$ cat src/rtl/display_pkg.sv
// Shared types and glyph constants for the HEX display drivers.
// Glyphs are active-high with bit 0 = segment a through bit 6 = segment g.
package display_pkg;

  typedef enum logic [1:0] {
    IDLE  = 2'd0,
    SHIFT = 2'd1,
    LOAD  = 2'd2
  } state_t;

  localparam logic [6:0] SEG_0     = 7'h3F;
  localparam logic [6:0] SEG_1     = 7'h06;
  localparam logic [6:0] SEG_2     = 7'h5B;
  localparam logic [6:0] SEG_3     = 7'h4F;
  localparam logic [6:0] SEG_4     = 7'h66;
  localparam logic [6:0] SEG_5     = 7'h6D;
  localparam logic [6:0] SEG_6     = 7'h7D;
  localparam logic [6:0] SEG_7     = 7'h07;
  localparam logic [6:0] SEG_8     = 7'h7F;
  localparam logic [6:0] SEG_9     = 7'h6F;
  localparam logic [6:0] SEG_A     = 7'h77;
  localparam logic [6:0] SEG_B     = 7'h7C;
  localparam logic [6:0] SEG_C     = 7'h39;
  localparam logic [6:0] SEG_D     = 7'h5E;
  localparam logic [6:0] SEG_E     = 7'h79;
  localparam logic [6:0] SEG_F     = 7'h71;
  localparam logic [6:0] SEG_BLANK = 7'h00;

  // 10^n for elaboration-time range checks.
  function automatic logic [63:0] pow10(input int n);
    logic [63:0] p;
    p = 64'd1;
    for (int i = 0; i < n; i++) begin
      p = p * 64'd10;
    end
    return p;
  endfunction

endpackage

$ cat src/rtl/seg7_decoder.sv
// Combinational 4-bit code to active-high seven-segment glyph (0-F).
module seg7_decoder
  import display_pkg::*;
(
  input  logic [3:0] code,
  output logic [6:0] seg
);

  // Glyph lookup for every hex code.
  always_comb begin
    case (code)
      4'h0:    seg = SEG_0;
      4'h1:    seg = SEG_1;
      4'h2:    seg = SEG_2;
      4'h3:    seg = SEG_3;
      4'h4:    seg = SEG_4;
      4'h5:    seg = SEG_5;
      4'h6:    seg = SEG_6;
      4'h7:    seg = SEG_7;
      4'h8:    seg = SEG_8;
      4'h9:    seg = SEG_9;
      4'hA:    seg = SEG_A;
      4'hB:    seg = SEG_B;
      4'hC:    seg = SEG_C;
      4'hD:    seg = SEG_D;
      4'hE:    seg = SEG_E;
      4'hF:    seg = SEG_F;
      default: seg = SEG_BLANK;
    endcase
  end

endmodule

$ cat src/rtl/display_bin2bcd_seq.sv
// Multi-cycle double-dabble binary-to-BCD converter driving one seven-segment
// pattern per decimal digit, with leading-zero blanking and selectable polarity.
module display_bin2bcd_seq
  import display_pkg::*;
#(
  parameter int WIDTH         = 8,
  parameter int DIGITS        = 3,
  parameter int ACTIVE_LOW    = 1,
  parameter int BLANK_LEADING = 1
)(
  input  logic                  clk,
  input  logic                  rst_n,
  input  logic                  start,
  input  logic [WIDTH-1:0]      number,
  output logic                  busy,
  output logic                  done,
  output logic [4*DIGITS-1:0]   bcd,
  output logic [7*DIGITS-1:0]   hex
);

  localparam int         CW      = $clog2(WIDTH + 1);
  localparam int         BW      = 4 * DIGITS;
  localparam logic [6:0] POL     = (ACTIVE_LOW != 0) ? 7'h7F : 7'h00;
  localparam logic [6:0] SEG_OFF = SEG_BLANK ^ POL;

  if (WIDTH < 4 || WIDTH > 32) begin : g_bad_width
    $error("display_bin2bcd_seq: WIDTH must be within 4..32");
  end
  if (DIGITS < 1 || DIGITS > 19 ||
      pow10(DIGITS) <= ((64'd1 << WIDTH) - 64'd1)) begin : g_bad_digits
    $error("display_bin2bcd_seq: DIGITS too small for WIDTH");
  end

  state_t                    state_r;
  logic [WIDTH-1:0]          bin_r;
  logic [BW-1:0]             scratch_r;
  logic [CW-1:0]             cnt_r;
  logic [BW-1:0]             adj_s;
  logic [DIGITS-1:0][6:0]    glyph_s;
  logic [7*DIGITS-1:0]       hex_next_s;

  // Add-3 correction on every scratch digit that is 5 or more.
  always_comb begin
    adj_s = '0;
    for (int d = 0; d < DIGITS; d++) begin
      adj_s[4*d +: 4] = (scratch_r[4*d +: 4] >= 4'd5) ? scratch_r[4*d +: 4] + 4'd3
                                                       : scratch_r[4*d +: 4];
    end
  end

  for (genvar d = 0; d < DIGITS; d++) begin : g_dec
    seg7_decoder u_dec (
      .code (scratch_r[4*d +: 4]),
      .seg  (glyph_s[d])
    );
  end

  // Blank from the top down while digits stay zero; digit 0 always shows.
  always_comb begin
    logic upper_zero;
    upper_zero = (BLANK_LEADING != 0);
    hex_next_s = '0;
    for (int d = DIGITS - 1; d >= 0; d--) begin
      upper_zero = upper_zero && (scratch_r[4*d +: 4] == 4'd0) && (d != 0);
      hex_next_s[7*d +: 7] = (upper_zero ? SEG_BLANK : glyph_s[d]) ^ POL;
    end
  end

  // Conversion FSM with registered status and result outputs.
  always_ff @(posedge clk or negedge rst_n) begin
    if (!rst_n) begin
      state_r   <= IDLE;
      bin_r     <= '0;
      scratch_r <= '0;
      cnt_r     <= '0;
      busy      <= 1'b0;
      done      <= 1'b0;
      bcd       <= '0;
      hex       <= {DIGITS{SEG_OFF}};
    end else begin
      done <= 1'b0;
      case (state_r)
        IDLE: begin
          if (start) begin
            bin_r     <= number;
            scratch_r <= '0;
            cnt_r     <= '0;
            busy      <= 1'b1;
            state_r   <= SHIFT;
          end else begin
            busy <= 1'b0;
          end
        end
        SHIFT: begin
          scratch_r <= {adj_s[BW-2:0], bin_r[WIDTH-1]};
          bin_r     <= {bin_r[WIDTH-2:0], 1'b0};
          cnt_r     <= cnt_r + CW'(1);
          if (cnt_r == CW'(WIDTH - 1)) begin
            state_r <= LOAD;
          end else begin
            state_r <= SHIFT;
          end
        end
        LOAD: begin
          bcd     <= scratch_r;
          hex     <= hex_next_s;
          busy    <= 1'b0;
          done    <= 1'b1;
          state_r <= IDLE;
        end
        default: begin
          busy    <= 1'b0;
          state_r <= IDLE;
        end
      endcase
    end
  end

endmodule

$ cat config.mk
export PLATFORM = sky130hd
export DESIGN_NAME = display_bin2bcd_seq
export DESIGN_NICKNAME = d
export VERILOG_FILES = /design/src/rtl/display_pkg.sv /design/src/rtl/seg7_decoder.sv /design/src/rtl/display_bin2bcd_seq.sv
export SDC_FILE = /design/constraint.sdc
export NUM_CORES = 1
export LEC_CHECK = 0
export CAP_MARGIN = 5
export CORE_ASPECT_RATIO = 1.4
export CORE_MARGIN = 1.5
export CORE_UTILIZATION = 30
export DETAILED_ROUTE_END_ITERATION = 10
export PLACE_DENSITY = 0.51
export SKIP_CTS_REPAIR_TIMING = 1
export SYNTH_ARGS = -nofsm -noshare
export SYNTH_HDL_FRONTEND = slang
export SYNTH_SLANG_ARGS = --single-unit
$ cat constraint.sdc
create_clock -name clk -period 2.3 [get_ports clk]
set_clock_uncertainty 0.1 [all_clocks]
set_input_delay 0.46 -clock clk [delete_from_list [all_inputs] [get_ports clk]]
set_output_delay 0.46 -clock clk [all_outputs]
set_load 0.1 [all_outputs]
==> metrics, run 1 <==
slowest CP cell=or3b_4; Critical Path Start Type=flop; Via Count=2,600; core area=10,500 µm²; n_diodes=0; EDFF count, synth=0; DIE HEIGHT=127 µm; final wirelength=7300 µm; Synth Flop Type=dfrtp_1; syn_nets=392; syn avg cell area=9.10 µm²; die area=11,600 µm²; Final Setup Violations=0; r2r setup slk=0.22 ns; Critical Path AT=2.24 ns; GRT Overall Usage=13.4%; critical-path maximum fanout=8; Worst setup EP type=flop; largest net degree at the start of global routing=36; # rows=44; synth top area cells=dfrtp_1, dfstp_2, o21ai_0; cell chain of the critical path=inv_1 > ha_1 > or3b_4 > nor3_4 > a31oi_1 > a21oi_1; Seq/Total Area, Yosys=47.4%; cell taking the most area after synthesis=dfrtp_1; max incr delay on CP=0.45 ns; Netlist cell types=42; Synth top cells by count=nand2_1, o21ai_0, dfrtp_1; share of cells above drive strength 1=20.8%; Setup TNS=0 ns; Reg clk slew, reported paths=0.05 ns; Worst Max-Slew Pin Slew=0.834 ns; DRT iter0 DRCs=126; clock tree from TritonCTS=done; crit path time final=2.08 ns; Reg-to-Reg End=hex[7]$_DFFE_PN1P_; HPWL after detailed placement=5120 µm; Ports=46; port buffer count=45; H-tree levels=3; Initial Util=31.1%; #FFs+latches synth=61; met3 wire len=226 µm; Final Max Tran Viols=0; status=finished, final reports clean; unrepaired setup endpoints after global routing=false; clk sinks=61; Hold WC Path Type=input pin to async pin; Vias/cell=4.76; R2R cell count=6; global-route wire length before repair=12,200 µm; clock root buffer=clkbuf_16; Max-slew headroom=44.4%; WS Path Type=flop to flop; Async SR Flop Fraction=100%; CTS Buf Count=9; highest metal used=met4; DRT antenna net count=0; top-count cell post-synth=nand2_1; final hold violation count=0; Die X=91.3 µm; WL met2=3420 µm; GRT Residual Overflow=0; antenna violations before repair=0; final net count=435; Placer Congestion=0.864; WL per Instance=13.4 µm; drt pass-1 iters=4; Max Cap Viol=0; Metal-1 WL=3500 µm; Final Cycle Share=90.4%; cells after synthesis=360; Max Clock Freq=481 MHz; P&R area growth vs syn=24.3%; Yosys top cell area share=30.6%; Max clock buf depth=2; Syn Std Cell Area=3270 µm²; # DRC=0; r2r startpoint=scratch_r[8]$_DFFE_PN0P_; vias in the first global route=2,528; insertion delay to the later sink of the worst-skew pair=0.33 ns; Critical Path RT=2.46 ns; synth warn=0
==> routing by layer <==
layer	GRT usage, %	vias up
met5	0	-
met4	6.89	0
met3	3.00	13
met2	21.8	51
met1	16.7	1209
li1	-	1327
==> area by class of cell <==
cell class / instances / area [µm²]
clock inverters: 2 / 10.0
clock buffers: 14 / 254
repair buffers: 55 / 458
well taps: 138 / 173
flip-flops and latches: 61 / 1550
multi-input cells: 260 / 1560
fillers: 1059 / 6440
inverters: 16 / 60.1
==> how the worst max path moves through the flow <==
stage,depth (start not counted),slack [ns],to,start
after CTS,6,0.21,hex[7]$_DFFE_PN1P_,scratch_r[8]$_DFFE_PN0P_
after global placement,6,0.31,hex[12]$_DFFE_PN1P_,scratch_r[8]$_DFFE_PN0P_
final,6,0.22,hex[7]$_DFFE_PN1P_,scratch_r[8]$_DFFE_PN0P_
after floorplan,6,0.49,hex[12]$_DFFE_PN1P_,scratch_r[8]$_DFFE_PN0P_
after global routing,6,0.05,hex[11]$_DFFE_PN1P_,scratch_r[8]$_DFFE_PN0P_
after detailed placement,6,0.23,hex[7]$_DFFE_PN1P_,scratch_r[8]$_DFFE_PN0P_
==> through the flow <==
stage | hold WS, ns | setup slack, ns | cells | utilization, % | instance area (µm²)
CTS | 0.167 | 0.209 | 546 | 38.7 | 4070
floorplan | 0.0644 | 0.495 | 360 | - | 3270
global route | 0.208 | 0.0474 | 546 | 38.7 | 4070
finish | 0.135 | 0.220 | 546 | 38.7 | 4070
detailed placement | 0.354 | 0.227 | 530 | 36.2 | 3810
global placement | 0.361 | 0.312 | 530 | 36.2 | 3810
==> state kept, by name, indices dropped and copies added (netlist names) <==
| name | count |
|---|---|
| bcd | 12 |
| bin_r | 8 |
| busy | 1 |
| cnt_r | 4 |
| done | 1 |
| hex | 21 |
| scratch_r | 12 |
| state_r | 2 |
==> logic make-up after synthesis <==
family / after synthesis / synth area share, %
buffers and inverters: 39 / 4.89
multiplexers: 7 / 2.52
adder cells (fa/ha/maj): 21 / 8.02
XOR/XNOR: 4 / 1.07
flip-flops: 61 / 47.4
AND/OR/NAND/NOR: 115 / 16.2
AO/OA/AOI/OAI: 113 / 19.9
==> worst max-delay path: cells and delay by family, from the launching register on <==
kind                     cells  cell delay, ns
adder cells (fa/ha/maj)      1            0.34
flip-flops                   1            0.42
AO/OA/AOI/OAI                2            0.26
buffers and inverters        1            0.19
AND/OR/NAND/NOR              2            0.70
==> cells in the final DEF, fill, tap and decap left out, types with 2 or more instances in the layout <==
cell | synthesis | layout
ha_1 | 21 | 21
clkdlybuf4s50_1 | 0 | 9
nor2_1 | 20 | 20
a22o_1 | 4 | 4
dfstp_2 | 21 | 21
mux2i_1 | 6 | 6
nor3b_1 | 6 | 6
nand3_1 | 5 | 5
clkbuf_1 | 13 | 4
o21bai_1 | 2 | 2
nand2_1 | 62 | 62
xnor2_1 | 3 | 3
a22oi_1 | 2 | 2
clkbuf_16 | 0 | 9
nand2b_1 | 8 | 7
nor2b_1 | 5 | 5
buf_12 | 0 | 2
nor3_1 | 3 | 3
inv_1 | 16 | 16
a311oi_1 | 2 | 2
a211oi_1 | 3 | 3
a21o_1 | 4 | 4
a21oi_1 | 26 | 26
buf_4 | 0 | 43
dfrtp_1 | 40 | 40
clkinv_2 | 0 | 2
o31ai_1 | 2 | 2
o311ai_0 | 2 | 2
o21ai_0 | 53 | 53
a31oi_1 | 7 | 7
Power of run 1 is left out: the tool's default activity adds up to more than one toggle a clock period on the data nets, which glitch-free logic cannot reach.
==> inputs of run 2 (changes only) <==
--- a/config.mk
+++ b/config.mk
@@ -5,7 +5,6 @@
 export SDC_FILE = /design/constraint.sdc
 export NUM_CORES = 1
 export LEC_CHECK = 0
-export CAP_MARGIN = 5
 export CORE_ASPECT_RATIO = 1.4
 export CORE_MARGIN = 1.5
 export CORE_UTILIZATION = 30
==> results of run 2 <==
Same layout as run 1: the final DEF is identical, and so are final timing and power.
Power of run 2 is left out for the same reason.
